--- src/rtl/icache_fetch_arbiter.sv ---
// Two-thread Icache0 read-port arbiter with a single outstanding I-side miss channel.
// Define ICACHE_ARB_STATS_EN to add per-thread grant/miss counters (stat_grants, stat_misses).
module icache_fetch_arbiter #(
  parameter int TAG_W = 4
) (
  input  logic             clock,
  input  logic             reset,
  input  logic             smt_mode,
  input  logic             active_thread,
  input  logic [1:0]       thr_req,
  input  logic [1:0][63:0] thr_pc,
  input  logic [1:0]       thr_squash,
  input  logic [1:0]       Icache_hit,
  input  logic [TAG_W-1:0] mem2proc_response,
  input  logic [TAG_W-1:0] mem2proc_tag,
  input  logic [63:0]      mem2proc_data,
  output logic [1:0][63:0] proc2Icache_addr,
  output logic [1:0]       port_valid,
  output logic [1:0]       port_thread,
  output logic [1:0][63:0] port_pc,
  output logic [1:0]       thr_blocked,
  output logic [1:0]       proc2mem_command,
  output logic [63:0]      proc2mem_addr,
  output logic             fill_valid,
  output logic [63:0]      fill_addr,
  output logic [63:0]      fill_data
`ifdef ICACHE_ARB_STATS_EN
  ,
  output logic [1:0][31:0] stat_grants,
  output logic [1:0][31:0] stat_misses
`endif
);

  localparam logic [1:0] BUS_NONE = 2'd0;
  localparam logic [1:0] BUS_LOAD = 2'd1;

  typedef enum logic [1:0] {IDLE, REQ, WAIT, FILL} state_t;

  state_t           state, state_nx;
  logic [1:0]       pending, blocked;
  logic [1:0]       pend_nx, blk_nx;
  logic [1:0][63:0] line_addr;
  logic             rr_ptr, owner;
  logic [TAG_W-1:0] mem_tag;
  logic [63:0]      txn_addr, txn_data;

  logic [1:0]       elig, miss, avail;
  logic [1:0][63:0] miss_addr;
  logic             grant_one, one_thr;
  logic             pick, pick_thr;

  assign thr_blocked = blocked;

  always_comb begin
    elig        = thr_req & ~blocked;
    port_valid  = '0;
    port_thread = '0;
    port_pc     = '0;
    grant_one   = 1'b0;
    one_thr     = active_thread;
    if (!reset) begin
      if (!smt_mode) begin
        grant_one = elig[active_thread];
      end else if (&elig) begin
        port_valid  = 2'b11;
        port_thread = 2'b10;
        port_pc     = thr_pc;
      end else if (|elig) begin
        grant_one = 1'b1;
        one_thr   = elig[1];
      end
    end
    if (grant_one) begin
      port_valid  = 2'b11;
      port_thread = {2{one_thr}};
      port_pc[0]  = thr_pc[one_thr];
      port_pc[1]  = thr_pc[one_thr] + 64'd4;
    end
    proc2Icache_addr[0] = {port_pc[0][63:3], 3'b000};
    proc2Icache_addr[1] = {port_pc[1][63:3], 3'b000};
  end

  // port 1 first so a port-0 miss of the same thread overrides it
  always_comb begin
    miss      = '0;
    miss_addr = '0;
    if (port_valid[1] && !Icache_hit[1]) begin
      miss[port_thread[1]]      = 1'b1;
      miss_addr[port_thread[1]] = proc2Icache_addr[1];
    end
    if (port_valid[0] && !Icache_hit[0]) begin
      miss[port_thread[0]]      = 1'b1;
      miss_addr[port_thread[0]] = proc2Icache_addr[0];
    end
    miss = miss & ~thr_squash;
  end

  always_comb begin
    avail            = (pending & ~thr_squash) | miss;
    state_nx         = state;
    pick             = 1'b0;
    pick_thr         = rr_ptr;
    proc2mem_command = BUS_NONE;
    proc2mem_addr    = '0;
    fill_valid       = 1'b0;
    fill_addr        = '0;
    fill_data        = '0;
    unique case (state)
      IDLE: begin
        if (|avail) begin
          pick     = 1'b1;
          pick_thr = (&avail) ? rr_ptr : avail[1];
          state_nx = REQ;
        end
      end
      REQ: begin
        proc2mem_command = BUS_LOAD;
        proc2mem_addr    = txn_addr;
        if (mem2proc_response != '0) state_nx = WAIT;
      end
      WAIT: begin
        if (mem_tag != '0 && mem2proc_tag == mem_tag) state_nx = FILL;
      end
      FILL: begin
        fill_valid = 1'b1;
        fill_addr  = txn_addr;
        fill_data  = txn_data;
        state_nx   = IDLE;
      end
      default: state_nx = IDLE;
    endcase
  end

  // a newer miss from the owner (after a squash) keeps it blocked past the fill
  always_comb begin
    pend_nx = pending & ~thr_squash;
    blk_nx  = blocked & ~thr_squash;
    if (state == FILL && !pend_nx[owner]) blk_nx[owner] = 1'b0;
    pend_nx = pend_nx | miss;
    blk_nx  = blk_nx | miss;
    if (pick) pend_nx[pick_thr] = 1'b0;
  end

  always_ff @(posedge clock or posedge reset) begin
    if (reset) begin
      state     <= IDLE;
      pending   <= '0;
      blocked   <= '0;
      line_addr <= '0;
      rr_ptr    <= 1'b0;
      owner     <= 1'b0;
      mem_tag   <= '0;
      txn_addr  <= '0;
      txn_data  <= '0;
    end else begin
      state   <= state_nx;
      pending <= pend_nx;
      blocked <= blk_nx;
      if (miss[0]) line_addr[0] <= miss_addr[0];
      if (miss[1]) line_addr[1] <= miss_addr[1];
      if (pick) begin
        owner    <= pick_thr;
        rr_ptr   <= ~pick_thr;
        txn_addr <= pending[pick_thr] ? line_addr[pick_thr]
                                      : miss_addr[pick_thr];
      end
      if (state == REQ && mem2proc_response != '0) mem_tag <= mem2proc_response;
      if (state == WAIT && state_nx == FILL) txn_data <= mem2proc_data;
      if (state == FILL) mem_tag <= '0;
    end
  end

`ifdef ICACHE_ARB_STATS_EN
  logic [1:0][1:0] gcnt;

  function automatic logic [31:0] sat_add(input logic [31:0] a,
                                          input logic [1:0] b);
    logic [32:0] s;
    s = {1'b0, a} + {31'b0, b};
    return s[32] ? '1 : s[31:0];
  endfunction

  always_comb begin
    gcnt[0] = {1'b0, port_valid[0] && !port_thread[0]}
            + {1'b0, port_valid[1] && !port_thread[1]};
    gcnt[1] = {1'b0, port_valid[0] && port_thread[0]}
            + {1'b0, port_valid[1] && port_thread[1]};
  end

  always_ff @(posedge clock or posedge reset) begin
    if (reset) begin
      stat_grants <= '0;
      stat_misses <= '0;
    end else begin
      stat_grants[0] <= sat_add(stat_grants[0], gcnt[0]);
      stat_grants[1] <= sat_add(stat_grants[1], gcnt[1]);
      stat_misses[0] <= sat_add(stat_misses[0], {1'b0, miss[0]});
      stat_misses[1] <= sat_add(stat_misses[1], {1'b0, miss[1]});
    end
  end
`endif

endmodule
--- config.mk ---
export PLATFORM = sky130hd
export DESIGN_NAME = icache_fetch_arbiter
export DESIGN_NICKNAME = d
export VERILOG_FILES = /design/src/rtl/icache_fetch_arbiter.sv
export SDC_FILE = /design/constraint.sdc
export NUM_CORES = 1
export LEC_CHECK = 0
export ABC_CLOCK_PERIOD_IN_PS = 29900
export BUFFER_PORTS_ARGS = -buffer_cell sky130_fd_sc_hd__buf_2
export CAP_MARGIN = 15
export CORE_AREA = 2 2 260 262
export CTS_CLUSTER_SIZE = 20
export DETAILED_ROUTE_END_ITERATION = 6
export DIE_AREA = 0 0 262 264
export GPL_TIMING_DRIVEN = 0
export PLACE_DENSITY = 0.64
export SETUP_SLACK_MARGIN = 0.1
export SYNTH_ARGS = -nofsm -noshare
export SYNTH_HDL_FRONTEND = slang
export SYNTH_SLANG_ARGS = --single-unit
--- constraint.sdc ---
create_clock -name clock -period 29.9 [get_ports clock]
set_input_delay 2.99 -clock clock [delete_from_list [all_inputs] [get_ports clock]]
set_output_delay 2.99 -clock clock [all_outputs]
set_load 0.01 [all_outputs]
==> results of run 1 <==
worst register-to-register path, delay by kind of cell (launching register included):
family	cells	cell delay [ns]
fa+ha+maj	2	0.55
flops	1	0.48
xor+xnor	1	0.36
simple gates	8	2.44
compound gates	4	1.66
mux	1	0.19
buf+inv	7	3.27
synthesized netlist by cell type (all sizes together), types with 6 or more instances:
cell and count:
nand2 516, a2bb2oi 9, a22o 63, nand4 59, or2 9, a21o 12, a21oi 137, mux2 23
nand2b 9, xor2 22, o221ai 31, o31ai 13, nor2 195, o21ai 168, a22oi 63, o2111ai 6
nor4 24, mux2i 53, xnor2 32, and4 14, and2 72, a221o 16, o211ai 23, o32ai 6
or3 8, inv 51, buf 202, a31o 6, o311ai 7, o22ai 21, clkbuf 178, nor2b 7
or4 13, o21a 21, nand3 78, and3 151, a211oi 21, a211o 10, a221oi 12, a31oi 26
o211a 8, dfrtp 259, nor3 43
cells by family after synthesis:
family,synth area share (%)
buffers and inverters,10.72
DFF,31.22
AOI/OAI and AO/OA,23.85
adders and majority gates,0.1808
other,0.01806
muxes,3.803
xor gates and xnor gates,2.278
and+or+nand+nor,27.94
path summary, 6_finish.rpt:
path,to,cells after the start,startpoint,slack (ns)
max,proc2Icache_addr[94],24,thr_req[1],15.34
min,txn_data[1]$_DFFE_PP0P_,2,txn_data[1]$_DFFE_PP0P_,0.47
max reg2reg,txn_addr[48]$_DFFE_PP0P_,23,thr_blocked[1]$_DFF_PP0_,20.83
min reg2reg,txn_data[1]$_DFFE_PP0P_,2,txn_data[1]$_DFFE_PP0P_,0.47
max in group asynchronous,txn_addr[36]$_DFFE_PP0P_,3,reset,26.55
min in group asynchronous,line_addr[9]$_DFFE_PP0P_,2,reset,2.44
area by class of cell:
class                      instances  area, um^2
clock inverter                     4       53.80
fill                            7103       40560
clock buffer                      44       829.5
multi-input combinational       2075       12110
buffer                           380        2034
sequential                       259        6481
antenna                           15       37.54
timing repair buffer             623        3166
inverter                          51       198.9
tap                              873        1092
flip-flops by register name, indices dropped and copies added, names as in the netlist:
signal,cells
line_addr,122
txn_data,64
txn_addr,61
mem_tag,4
pending,2
state,2
thr_blocked,2
owner,1
rr_ptr,1
power by group through the flow:
stage          sequential [mW]  clock, mW  combinational, mW
2_1_floorplan            0.510          0              0.344
3_3_place_gp             0.565          0              0.571
3_5_place_dp             0.568          0              0.576
4_1_cts                  0.562      0.350              0.579
5_1_grt                  0.575      0.363              0.630
6_report                 0.561      0.347              0.598
through the flow:
| stage | power [mW] | hold slack (ns) | std cells |
|---|---|---|---|
| final | 1.505 | 0.4661 | 4324 |
| after global placement | 1.136 | 0.4491 | 4257 |
| after global routing | 1.568 | 0.4802 | 4317 |
| after detailed placement | 1.144 | 0.4535 | 4260 |
| after CTS | 1.491 | 0.4690 | 4308 |
| after floorplan | 0.8541 | 0.4370 | 2765 |
layer usage:
| metal | share of wire (%) | vias up | track usage, % |
|---|---|---|---|
| li1 | - | 11090 | - |
| met1 | 36 | 12210 | 43.87 |
| met2 | 43 | 2214 | 55.80 |
| met3 | 11 | 570 | 7.705 |
| met4 | 8.8 | 6 | 26.72 |
| met5 | 0.030 | - | 0 |
==> results.toml, run 1 <==
[critical_path]
start_kind = "primary input"
critPathCaptureType = "output pin"
crit_path_frequent_cell = "buf_2"
crit_required_ns = 26.91
arrival_ns = 11.57
cpPeakStageDelay_ns = 0.97
cpLargestDelayFamily = "buffers and inverters"
cp_max_fo = 10
worst_path_max_delay_cell = "buf_1"
critPathKind = "primary input to output pin"
path_cells = "buf_2 > nor2b_1 > inv_1 > ha_1 > nor4b_4 > mux2_1 > buf_4 > buf_6 > clkbuf_1 > buf_2 > buf_2 > buf_1 > nand2_1 > nand2_1 > ha_1 > and3_1 > nand3_2 > or4_1 > o22ai_1 > a21boi_0 > or2_0 > o21ai_0 > buf_4 > buf_2"
path_buf_inv = 10

[yosys]
yosysTopAreaCell = "dfrtp_1"
synth_seq_area_share_pct = 31.22
yosysWarningCount = 0
synth_seq_cells = 259
synthFlopType = "dfrtp_1"
syn_inst = 2753
yosys.area.top_type_share_pct = 31.22
netlist_area_um2 = 20760
synth_cell_types = 96
synthTopCellsByArea = "dfrtp_1 31%, nand2_1 9.3%, buf_4 5.2%, and3_1 4.5%, o21ai_0 3.9%"
async_reset_ff_share_pct = 100.0
synth_edf_count = 0
syn_avg_cell_area_um2 = 7.542

[final_layout]
post-route-util_pct = 39.07
layout_common_cells = "660 x buf_2, 515 x nand2_1, 259 x dfrtp_1"
areaGrowthSynthToFinish_pct = 25.25
layout_commonest_cell = "buf_2"
nets = 3630
final_layout_size_suffix_gt1_share_pct = 26.51
final_area_um2 = 26000

[place]
placed_area_um2 = 25080
dp_slack_ns = 15.90
gp_congestion = 1.092
io_buffers = 619
place_hpwl_mm = 103.7

[routing]
drcViolationCount = 6
antenna_left = 0
via_per_inst = 6.033
via_count = 26090
wl_per_cell_um = 30.16
wl_mm = 130.4
drt_first_pass_iters = 7
initialDrtViolationCount = 3919

[global_route]
grt_pass1_wl_mm = 179.3
antenna_found_initial = 18
track_usage_pct = 36.06
grt_max_degree = 125
grt_pass1_vias = 24300
grt_overflow = 0

[clock_tree]
htree_levels = 1
hold_buffers = 0
post_cts_buffers = 0
clk_latency_ns = 0.57
cts_root_buf = "clkbuf_16"
cts_made_buffers = 27
cts_sinks = 259
ctsLongestPathBuffers = 3
cts_tree = "built"
path_clk_slew_ns = 0.06
cts_resized = 0

[sta]
fin_skew_ns = 0.006804
maxSlewHeadroom_pct = 16.26
worst_slack_ns = 15.34
final-setup-viol-count = 0
rsz0062_at_grt = "no"
finalCritPeriodShare_pct = 48.71
hold_violations = 0
worst_pin_slew_ns = 1.248
period_needed_ns = 14.56
fmax_mhz = 68.67
fin_setup_tns_ns = 0
slew_viol_final = 0

[power_and_ir_drop]
leakage_nw = 13.35
pwr-share-seq_pct = 37.3
switching_share_pct = 43.47
powerDensity_nw_per_um2 = 57.88
peakVddDrop_mv = 0.03524
p_int_mw = 0.8509
switchingPower_mw = 0.6544
p_clk_share_pct = 23.0
comb_power_share_pct = 39.7

[status]
violations = "DRC"
outcome = "complete, but fails checks"

[floorplan]
die_x_um = 262
die_h_um = 264
start_util_pct = 31.19
die-area_um2 = 69170
core_area_um2 = 66560
io_pins = 667
rows = 95

[run]
maxCapViolations = 0

[min_path]
hp-class = "flip-flop to flip-flop"
Power figures use the tool's default switching activity.
==> run 2, diff against run 1 <==
Settings changed: ABC_AREA set to 1, ABC_CLOCK_PERIOD_IN_PS 29900 to 14600, CORE_AREA 2 2 260 262 to 2 2 262 264, DIE_AREA 0 0 262 264 to 0 0 264 266, PLACE_DENSITY 0.64 to 0.63.
Clock period 29.9 ns to 14.6 ns, I/O delays scaled along.
==> results.toml, run 2 <==
[yosys]
synthFlopType = "dfrtp_1"
yosys.area.top_type_share_pct = 31.17
netlist_area_um2 = 20790
synth_seq_area_share_pct = 31.17
synthTopCellsByArea = "dfrtp_1 31%, nand2_1 16%, nand3_1 9.8%, nor2_1 9.7%, inv_1 6.3%"
synth_cell_types = 46
yosysTopAreaCell = "dfrtp_1"
synth_most_common_cell = "nand2_1"
async_reset_ff_share_pct = 100.0
syn_inst = 3379
yosysWarningCount = 0
syn_avg_cell_area_um2 = 6.153
synth_edf_count = 0
synth_common_cells = "880 x nand2_1, 535 x nor2_1, 406 x nand3_1"
synth_seq_cells = 259

[critical_path]
critPathCaptureType = "output pin"
rr_worst_depth = 22
r2r_start = "thr_blocked[0]$_DFF_PP0_"
path_buf_inv = 8
reg2reg_to = "txn_addr[22]$_DFFE_PP0P_"
start_kind = "primary input"
regToRegSetupSlack_ns = 9.86
cp_max_fo = 10
crit_path_frequent_cell = "clkbuf_1"
crit_path_end = "proc2Icache_addr[89]"
cp.depth = 14
critPathKind = "primary input to output pin"
cpPeakStageDelay_ns = 0.74
arrival_ns = 5.64
crit_required_ns = 13.14
path_cells = "buf_2 > inv_1 > nor2_2 > ha_1 > nor2_1 > nor2_1 > nand2_2 > clkbuf_1 > clkbuf_1 > clkbuf_1 > buf_1 > o22ai_1 > buf_4 > buf_2"
startpoint = "thr_req[0]"
worst_path_max_delay_cell = "buf_1"
cpLargestDelayFamily = "buffers and inverters"

[place]
placed_area_um2 = 25270
gp_congestion = 1.043
place_hpwl_mm = 94.36
placed_cells = 4928
io_buffers = 653

[power_and_ir_drop]
p_total_mw = 3.804
peakVddDrop_mv = 0.09359
powerDensity_nw_per_um2 = 145.4
leakage_nw = 14.55

[clock_tree]
cts_tree = "built"
htree_levels = 1
ctsLongestPathBuffers = 3
post_cts_buffers = 0
path_clk_slew_ns = 0.07
cts_root_buf = "clkbuf_16"
cts_sinks = 259
hold_buffers = 0
cts_resized = 0
cts_made_buffers = 27
clk_latency_ns = 0.55

[global_route]
track_usage_pct = 31.58
antenna_found_initial = 7
gr-usage-met2_pct = 51.34
grt_max_degree = 114
met3_usage_pct = 5.998
grt_use_met1_pct = 39.33
grt_overflow = 0
grt_pass1_wl_mm = 163.7
top_usage_layer = "met2"
grt_pass1_vias = 23980

[routing]
drcViolationCount = 0
wl_per_cell_um = 23.25
initialDrtViolationCount = 3271
via_count = 25910
wl_mm = 115.8
via_per_inst = 5.205
drt_first_pass_iters = 7
antenna_left = 0

[min_path]
hp-class = "flip-flop to flip-flop"

[final_layout]
final_area_um2 = 26170
finalNonFillerCells = 4978
layout_common_cells = "880 x nand2_1, 693 x buf_2, 535 x nor2_1"
largest_reg_flops = 122
regMostFlops = "line_addr"
reg_top3 = "line_addr: 122 flops, txn_data: 64 flops, txn_addr: 61 flops"
nets = 4288
layout_commonest_cell = "nand2_1"
final_layout_size_suffix_gt1_share_pct = 23.85
areaGrowthSynthToFinish_pct = 25.88

[sta]
final-setup-viol-count = 0
slew_viol_final = 0
fin_skew_ns = 0.01591
fmax_mhz = 140.9
fin_setup_tns_ns = 0
hold_violations = 0
rsz0062_at_grt = "no"
maxSlewHeadroom_pct = 26.53
worst_pin_slew_ns = 1.102
period_needed_ns = 7.100
finalCritPeriodShare_pct = 48.63

[floorplan]
die_x_um = 264
start_util_pct = 30.69
die-area_um2 = 70220
die_h_um = 266
core_area_um2 = 67750
io_pins = 667
rows = 96

[run]
maxCapViolations = 0

[status]
outcome = "finished, final reports clean"
-- run 2: cell families after synthesis --
kind of cell | synth area share, %
AOI/OAI and AO/OA | 13.37
DFF | 31.17
and+or+nand+nor | 39.49
other | 0.01804
xor gates and xnor gates | 0.1264
adders and majority gates | 0.1806
buffers and inverters | 15.64
-- run 2: per-layer routing --
layer	vias to the layer above	share of wire [%]
li1	12070	-
met1	11840	39
met2	1655	45
met3	335	9.6
met4	4	6.5
met5	-	0.023
-- run 2: metrics by stage --
stage | hold slack (ns) | worst slack, ns | util (%)
final | 0.4791 | 7.500 | 38.63
after CTS | 0.4816 | 7.652 | 38.62
after global placement | 0.4601 | 2.217 | 37.21
after global routing | 0.4979 | 7.392 | 38.63
after floorplan | 0.4438 | 5.826 | -
after detailed placement | 0.4656 | 7.677 | 37.30
-- run 2: how the worst min path moves through the flow --
stage               slack (ns)                        end                       from  depth (start not counted)
finish                    0.48  line_addr[16]$_DFFE_PP0P_  line_addr[16]$_DFFE_PP0P_                          2
global route              0.50   txn_addr[13]$_DFFE_PP0P_   txn_addr[13]$_DFFE_PP0P_                          2
CTS                       0.48  line_addr[16]$_DFFE_PP0P_  line_addr[16]$_DFFE_PP0P_                          2
detailed placement        0.47  line_addr[16]$_DFFE_PP0P_  line_addr[16]$_DFFE_PP0P_                          2
global placement          0.46  line_addr[16]$_DFFE_PP0P_  line_addr[16]$_DFFE_PP0P_                          2
floorplan                 0.44  line_addr[16]$_DFFE_PP0P_  line_addr[16]$_DFFE_PP0P_                          2
-- run 2: report_power, final --
group	switching, mW	internal [mW]	leakage (nW)
clock network	0.297	0.406	0.447
registers	0.158	0.988	3.03
logic	1.34	0.617	11.1
total	1.79	2.01	14.5
-- run 2: worst register-to-register path: cells and delay by family, from the launching register on --
family	cells	cell delay (ns)
buffers and inverters	3	0.39
DFF	1	0.42
and+or+nand+nor	14	2.42
adders and majority gates	2	0.37
AOI/OAI and AO/OA	3	1.08
-- run 2: layout make-up --
type / instances / area [um^2]
tap: 882 / 1104
antenna: 4 / 10.01
buffer: 328 / 1863
timing repair buffer: 655 / 3323
clock inverter: 7 / 70.07
multi-input combinational: 2434 / 11100
sequential: 259 / 6481
clock buffer: 39 / 820.8
fill: 7543 / 41570
inverter: 370 / 1396
